File: src/rtl/uart_rx_pkg.sv
// Shared types and constants for the UART receive framer.
package uart_rx_pkg;

    typedef enum logic [2:0] {
        ST_IDLE   = 3'd0,
        ST_START  = 3'd1,
        ST_DATA   = 3'd2,
        ST_PARITY = 3'd3,
        ST_STOP   = 3'd4
    } rx_state_t;

    localparam int PAR_NONE = 0;
    localparam int PAR_EVEN = 1;
    localparam int PAR_ODD  = 2;

    function automatic logic majority3(input logic a, input logic b, input logic c);
        return (a & b) | (a & c) | (b & c);
    endfunction

endpackage

File: src/rtl/uart_rx_fifo.sv
// Show-ahead receive FIFO, 8-bit wide, power-of-two depth.
// A write into a full FIFO is accepted only when a pop happens in the same cycle.
module uart_rx_fifo #(
    parameter int DEPTH = 4
) (
    input  logic       clk,
    input  logic       reset,
    input  logic       wr_en,
    input  logic [7:0] wr_data,
    input  logic       rd_en,
    output logic [7:0] rd_data,
    output logic       full,
    output logic       empty
);

    localparam int AW = (DEPTH > 1) ? $clog2(DEPTH) : 1;
    localparam int CW = AW + 1;

    logic [7:0]    mem_r [DEPTH];
    logic [AW-1:0] wr_ptr_r;
    logic [AW-1:0] rd_ptr_r;
    logic [CW-1:0] count_r;
    logic          do_wr_s;
    logic          do_rd_s;

    assign full    = (count_r == CW'(DEPTH));
    assign empty   = (count_r == {CW{1'b0}});
    assign do_rd_s = rd_en & ~empty;
    assign do_wr_s = wr_en & (~full | do_rd_s);
    assign rd_data = empty ? 8'h00 : mem_r[rd_ptr_r];

    // Storage, pointers and occupancy count.
    always_ff @(posedge clk or posedge reset) begin
        if (reset) begin
            for (int i = 0; i < DEPTH; i++) begin
                mem_r[i] <= 8'h00;
            end
            wr_ptr_r <= {AW{1'b0}};
            rd_ptr_r <= {AW{1'b0}};
            count_r  <= {CW{1'b0}};
        end else begin
            if (do_wr_s) begin
                mem_r[wr_ptr_r] <= wr_data;
                wr_ptr_r        <= wr_ptr_r + AW'(1);
            end
            if (do_rd_s) begin
                rd_ptr_r <= rd_ptr_r + AW'(1);
            end
            case ({do_wr_s, do_rd_s})
                2'b10:   count_r <= count_r + CW'(1);
                2'b01:   count_r <= count_r - CW'(1);
                default: count_r <= count_r;
            endcase
        end
    end

endmodule

File: src/rtl/uart_rx_framer.sv
// UART receive framer: synchronizer, oversampled frame FSM, sticky error flags, receive FIFO.
// Optional macro UART_RX_MAJORITY_EN selects 3-sample majority voting per bit.
module uart_rx_framer
    import uart_rx_pkg::*;
#(
    parameter int DATA_BITS  = 8,
    parameter int PARITY     = 0,
    parameter int STOP_BITS  = 1,
    parameter int OVERSAMPLE = 16,
    parameter int FIFO_DEPTH = 4
) (
    input  logic       clk,
    input  logic       reset,
    input  logic       baud_tick,
    input  logic       rx_in,
    input  logic       rd_en,
    input  logic       clr_err,
    output logic [7:0] rx_data,
    output logic       rx_valid,
    output logic       rx_busy,
    output logic       frame_err,
    output logic       parity_err,
    output logic       overrun
);

    localparam int TW = $clog2(OVERSAMPLE);
`ifdef UART_RX_MAJORITY_EN
    localparam logic [TW-1:0] START_DEC = TW'(OVERSAMPLE / 2);
`else
    localparam logic [TW-1:0] START_DEC = TW'(OVERSAMPLE / 2 - 1);
`endif
    localparam logic [TW-1:0] BIT_LAST  = TW'(OVERSAMPLE - 1);
    localparam logic [2:0]    DATA_LAST = 3'(DATA_BITS - 1);
    localparam logic [2:0]    STOP_LAST = 3'(STOP_BITS - 1);

    logic          sync1_r;
    logic          sync2_r;
    rx_state_t     state_r,    state_n;
    logic [TW-1:0] tick_cnt_r, tick_cnt_n;
    logic [2:0]    bit_cnt_r,  bit_cnt_n;
    logic [7:0]    shift_r,    shift_n;
    logic          stop_bad_r, stop_bad_n;
    logic          push_r,     push_n;
    logic          frame_err_r;
    logic          parity_err_r;
    logic          overrun_r;
    logic          rx_busy_r;
    logic          set_fe_s;
    logic          set_pe_s;
    logic          bit_val_s;
    logic          par_calc_s;
    logic          exp_par_s;
    logic          fifo_full_s;
    logic          fifo_empty_s;

    // Two-flop synchronizer for the asynchronous serial line.
    always_ff @(posedge clk or posedge reset) begin
        if (reset) begin
            sync1_r <= 1'b1;
            sync2_r <= 1'b1;
        end else begin
            sync1_r <= rx_in;
            sync2_r <= sync1_r;
        end
    end

`ifdef UART_RX_MAJORITY_EN
    logic [1:0] hist_r;

    // Keeps the two previous tick samples so the decision tick sees mid-1, mid and mid+1.
    always_ff @(posedge clk or posedge reset) begin
        if (reset) begin
            hist_r <= 2'b11;
        end else if (baud_tick) begin
            hist_r <= {hist_r[0], sync2_r};
        end else begin
            hist_r <= hist_r;
        end
    end

    assign bit_val_s = majority3(hist_r[1], hist_r[0], sync2_r);
`else
    assign bit_val_s = sync2_r;
`endif

    assign par_calc_s = ^shift_r[DATA_BITS-1:0];
    assign exp_par_s  = (PARITY == PAR_ODD) ? ~par_calc_s : par_calc_s;

    // Frame FSM next-state, counters and error-set strobes; everything advances only on baud_tick.
    always_comb begin
        state_n    = state_r;
        tick_cnt_n = tick_cnt_r;
        bit_cnt_n  = bit_cnt_r;
        shift_n    = shift_r;
        stop_bad_n = stop_bad_r;
        push_n     = 1'b0;
        set_fe_s   = 1'b0;
        set_pe_s   = 1'b0;
        if (baud_tick) begin
            case (state_r)
                ST_IDLE: begin
                    if (!sync2_r) begin
                        state_n    = ST_START;
                        tick_cnt_n = {TW{1'b0}};
                    end else begin
                        state_n = ST_IDLE;
                    end
                end
                ST_START: begin
                    if (tick_cnt_r == START_DEC) begin
                        if (bit_val_s) begin
                            state_n = ST_IDLE;
                        end else begin
                            state_n    = ST_DATA;
                            tick_cnt_n = {TW{1'b0}};
                            bit_cnt_n  = 3'd0;
                            shift_n    = 8'h00;
                            stop_bad_n = 1'b0;
                        end
                    end else begin
                        tick_cnt_n = tick_cnt_r + TW'(1);
                    end
                end
                ST_DATA: begin
                    if (tick_cnt_r == BIT_LAST) begin
                        tick_cnt_n         = {TW{1'b0}};
                        shift_n[bit_cnt_r] = bit_val_s;
                        if (bit_cnt_r == DATA_LAST) begin
                            bit_cnt_n = 3'd0;
                            state_n   = (PARITY != PAR_NONE) ? ST_PARITY : ST_STOP;
                        end else begin
                            bit_cnt_n = bit_cnt_r + 3'd1;
                        end
                    end else begin
                        tick_cnt_n = tick_cnt_r + TW'(1);
                    end
                end
                ST_PARITY: begin
                    if (tick_cnt_r == BIT_LAST) begin
                        tick_cnt_n = {TW{1'b0}};
                        set_pe_s   = (bit_val_s != exp_par_s);
                        state_n    = ST_STOP;
                    end else begin
                        tick_cnt_n = tick_cnt_r + TW'(1);
                    end
                end
                ST_STOP: begin
                    if (tick_cnt_r == BIT_LAST) begin
                        tick_cnt_n = {TW{1'b0}};
                        set_fe_s   = ~bit_val_s;
                        if (bit_cnt_r == STOP_LAST) begin
                            state_n   = ST_IDLE;
                            bit_cnt_n = 3'd0;
                            push_n    = ~stop_bad_r & bit_val_s;
                        end else begin
                            bit_cnt_n  = bit_cnt_r + 3'd1;
                            stop_bad_n = stop_bad_r | ~bit_val_s;
                        end
                    end else begin
                        tick_cnt_n = tick_cnt_r + TW'(1);
                    end
                end
                default: begin
                    state_n    = ST_IDLE;
                    tick_cnt_n = {TW{1'b0}};
                    bit_cnt_n  = 3'd0;
                end
            endcase
        end else begin
            state_n = state_r;
        end
    end

    // FSM state, counters, shift register and the registered push strobe.
    always_ff @(posedge clk or posedge reset) begin
        if (reset) begin
            state_r    <= ST_IDLE;
            tick_cnt_r <= {TW{1'b0}};
            bit_cnt_r  <= 3'd0;
            shift_r    <= 8'h00;
            stop_bad_r <= 1'b0;
            push_r     <= 1'b0;
            rx_busy_r  <= 1'b0;
        end else begin
            state_r    <= state_n;
            tick_cnt_r <= tick_cnt_n;
            bit_cnt_r  <= bit_cnt_n;
            shift_r    <= shift_n;
            stop_bad_r <= stop_bad_n;
            push_r     <= push_n;
            rx_busy_r  <= (state_n != ST_IDLE);
        end
    end

    // Sticky error flags; a set in the same cycle as clr_err takes priority.
    always_ff @(posedge clk or posedge reset) begin
        if (reset) begin
            frame_err_r  <= 1'b0;
            parity_err_r <= 1'b0;
            overrun_r    <= 1'b0;
        end else begin
            frame_err_r  <= set_fe_s ? 1'b1 : (clr_err ? 1'b0 : frame_err_r);
            parity_err_r <= set_pe_s ? 1'b1 : (clr_err ? 1'b0 : parity_err_r);
            overrun_r    <= (push_r & fifo_full_s & ~rd_en) ? 1'b1 :
                            (clr_err ? 1'b0 : overrun_r);
        end
    end

    uart_rx_fifo #(
        .DEPTH (FIFO_DEPTH)
    ) u_fifo (
        .clk     (clk),
        .reset   (reset),
        .wr_en   (push_r),
        .wr_data (shift_r),
        .rd_en   (rd_en),
        .rd_data (rx_data),
        .full    (fifo_full_s),
        .empty   (fifo_empty_s)
    );

    assign rx_valid   = ~fifo_empty_s;
    assign rx_busy    = rx_busy_r;
    assign frame_err  = frame_err_r;
    assign parity_err = parity_err_r;
    assign overrun    = overrun_r;

endmodule

File: config.mk
export PLATFORM = sky130hd
export DESIGN_NAME = uart_rx_framer
export DESIGN_NICKNAME = d
export VERILOG_FILES = /design/src/rtl/uart_rx_pkg.sv /design/src/rtl/uart_rx_fifo.sv /design/src/rtl/uart_rx_framer.sv
export SDC_FILE = /design/constraint.sdc
export NUM_CORES = 1
export LEC_CHECK = 0
export CAP_MARGIN = 5
export CORE_MARGIN = 2
export CORE_UTILIZATION = 30
export DETAILED_ROUTE_END_ITERATION = 12
export HOLD_SLACK_MARGIN = 0.08
export PLACE_DENSITY_LB_ADDON = 0.25
export SLEW_MARGIN = 20
export SYNTH_ARGS = -nofsm -noshare
export SYNTH_HDL_FRONTEND = slang
export SYNTH_HIERARCHICAL = 1
export SYNTH_SLANG_ARGS = --single-unit
export TNS_END_PERCENT = 50
File: constraint.sdc
create_clock -name clk -period 6.8 [get_ports clk]
set_clock_uncertainty 0.2 [all_clocks]
set_input_delay 1.36 -clock clk [delete_from_list [all_inputs] [get_ports clk]]
set_output_delay 1.36 -clock clk [all_outputs]
set_load 0.005 [all_outputs]
==> metrics.txt <==
nets=321; met2 wire len=3278 um; Worst EP required=5.24 ns; flops & latches, synth=65; Hold Fails Final Rpt=0; register area=0.001629 mm2; CTS tree=built; Post-DRT Antenna Nets=0; multi-input logic area=0.001635 mm2; post-route cell area=0.003956 mm2; initial antenna violation count=0; Netlist cell types=53; DR WL/cell=14.85 um; dpl ws=2.990 ns; CP max stage delay=0.74 ns; Period minus WS final=3.808 ns; Comb power frac=0.229; cts hold-fix bufs=0; WL met3=214 um; clock root buffer=clkbuf_16; setup_tns=0 ns; worst skew pair latency=0.33 ns; layout cell share with drive strength beyond 1=0.2452; chip height=110.3 um; Max Clock Freq=0.2626 GHz; setup violators final=0; Post-synth EDFFs=0; Switching Fraction=0.3376; total number of vias=2175; Crit. End Element=output port; sequential fraction of the synthesis area=0.4806; CTS buffer count=9; final wirelength=6683 um; first drt pass iteration count=4; worst-margin pin slew=0.6332 ns; aggregate global-route resource usage=0.1251; most frequent cells in the layout=dfrtp_1, mux2_2, o21ai_1, clkdlybuf4s50_1, nand2_1; Area Growth Syn to Fin=16.72%; max_cap viols=0; commonest non-fill, non-tap cell in the layout=dfrtp_1; fin crit share=0.5600; status=finished clean; vias per cell=4.833; global-route wire length before repair=11410 um; Mapped Cells=285; cell breakdown of the critical path=mux4_2 -> nor2b_1 -> clkdlybuf4s50_1; Hold WC Path Type=flip-flop to flip-flop; Max Transition Viols Final=0; Clock Sinks=65; die area=0.01217 mm2; row cnt=38; Syn. warnings=6; Clk pwr share=0.334; cell-internal power=0.8182 mW; Primary FF master, synth=dfrtp_1; CTS Buffer Depth=2; syn_nets=301; DP Wirelength=4503 um; Reg power frac=0.437; Synth async-reset ratio=1.000; Ant. Diodes=0; Post-CTS Setup Bufs=0; Ports=19; Post-Syn Area per Cell=11.89 um2; GP Congestion=0.8124; CTS H-tree depth=3; M1 WL=3091 um; pin count of the biggest net entering global routing=40; number of DRC markers in iteration 0=109; post_cts resized=0; Final WS setup=2.992 ns; setup repair after global routing missed its margin=no; dpl cell area=0.003691 mm2; vias in the first global route=2277; leakage=1.726 nW; clock slew at reported path FFs=0.06 ns; grt total ovfl=0; DR DRC count=0; critical path start-end classification=flip-flop to output port; Starting Density=0.3100; core box area=0.01094 mm2; Crit Path Max Fanout=10; Slew HR=0.5778; Layout fillers=1085; die span in x=110.3 um; P_sw=0.4170 mW; worst vdd rail ir drop=0.1330 mV; Max stage delay cell, worst path=dfrtp_1; pwr dens=312.2 mW/mm2; Arrival @ worst endpoint=2.25 ns; port bufs=18; Startpoint Class=flip-flop; DR top layer=met4; post-synth design cell area=0.003390 mm2
==> worst max-delay path, delay by kind of cell (launching register included) <==
| family | cells | cell delay [ns] |
|---|---|---|
| and+or+nand+nor | 1 | 0.15 |
| muxes | 1 | 0.58 |
| buffers and inverters | 1 | 0.44 |
| DFF | 1 | 0.74 |
==> state kept, by name, indices dropped and copies added (netlist names) <==
signal           flops
tick_cnt_r           4
u_fifo/count_r       3
stop_bad_r           1
bit_val_s            1
u_fifo/mem_r        32
state_r              3
parity_err           1
bit_cnt_r            3
sync1_r              1
rx_busy              1
frame_err            1
push_r               1
overrun              1
shift_r              8
u_fifo/wr_ptr_r      2
u_fifo/rd_ptr_r      2
==> per-layer routing <==
| metal | GRT usage | up-vias |
|---|---|---|
| met5 | 0 | - |
| li1 | - | 1059 |
| met3 | 0.04409 | 6 |
| met2 | 0.2064 | 26 |
| met4 | 0.03929 | 0 |
| met1 | 0.1534 | 1084 |
==> synthesized netlist by cell type (6+ instances only) <==
library cell,instances,area share
dfrtp_1,63,0.47
mux2_2,32,0.11
o21ai_1,18,0.027
nand2_1,16,0.018
inv_1,13,0.014
nor2_1,13,0.014
xnor2_1,12,0.031
nor2b_1,10,0.018
ha_1,9,0.033
mux4_2,8,0.053
a21oi_1,7,0.010
a22o_1,6,0.016
==> final cells by class <==
type | count | area share
multi-input combinational | 194 | 0.4133
sequential | 65 | 0.4118
clock buffer | 11 | 0.05882
timing repair buffer | 20 | 0.04934
tap | 140 | 0.04428
inverter | 15 | 0.01423
clock inverter | 5 | 0.008223
==> power by group through the flow <==
| stage | logic [mW] | registers [mW] | clock network [mW] |
|---|---|---|---|
| final | 0.283 | 0.540 | 0.413 |
| after global routing | 0.323 | 0.552 | 0.444 |
| after CTS | 0.288 | 0.541 | 0.424 |
| after detailed placement | 0.286 | 0.548 | 0 |
| after global placement | 0.282 | 0.549 | 0 |
| after floorplan | 0.298 | 0.471 | 0 |
==> worst paths after layout <==
path	start	to	slack, ns	cells past startpoint
min reg2reg	sync1_r	bit_val_s	0.16	0
max reg2reg	u_fifo/count_r[0]	u_fifo/count_r[2]	4.39	8
max	u_fifo/rd_ptr_r[0]	rx_data[1]	2.99	3
min in group asynchronous	reset	overrun	1.24	2
min	sync1_r	bit_val_s	0.16	0
max in group asynchronous	reset	u_fifo/count_r[2]	4.74	3
==> cell families after synthesis <==
| family | Yosys count | synth area share |
|---|---|---|
| adders and majority gates | 10 | 0.03913 |
| xor gates and xnor gates | 17 | 0.04393 |
| AOI/OAI and AO/OA | 56 | 0.1100 |
| muxes | 43 | 0.1691 |
| and+or+nand+nor | 68 | 0.1203 |
| DFF | 65 | 0.4806 |
| buffers and inverters | 26 | 0.03691 |
==> through the flow <==
stage                     power (mW)  cells  utilization  hold slack [ns]
after CTS                      1.253    450       0.3618           0.1560
after global routing           1.318    450       0.3618           0.1579
after global placement        0.8316    434       0.3375           0.1462
after detailed placement      0.8339    434       0.3375           0.1484
final                          1.235    450       0.3618           0.1554
after floorplan               0.7694    285            -           0.1452
Power figures use the tool's default switching activity.
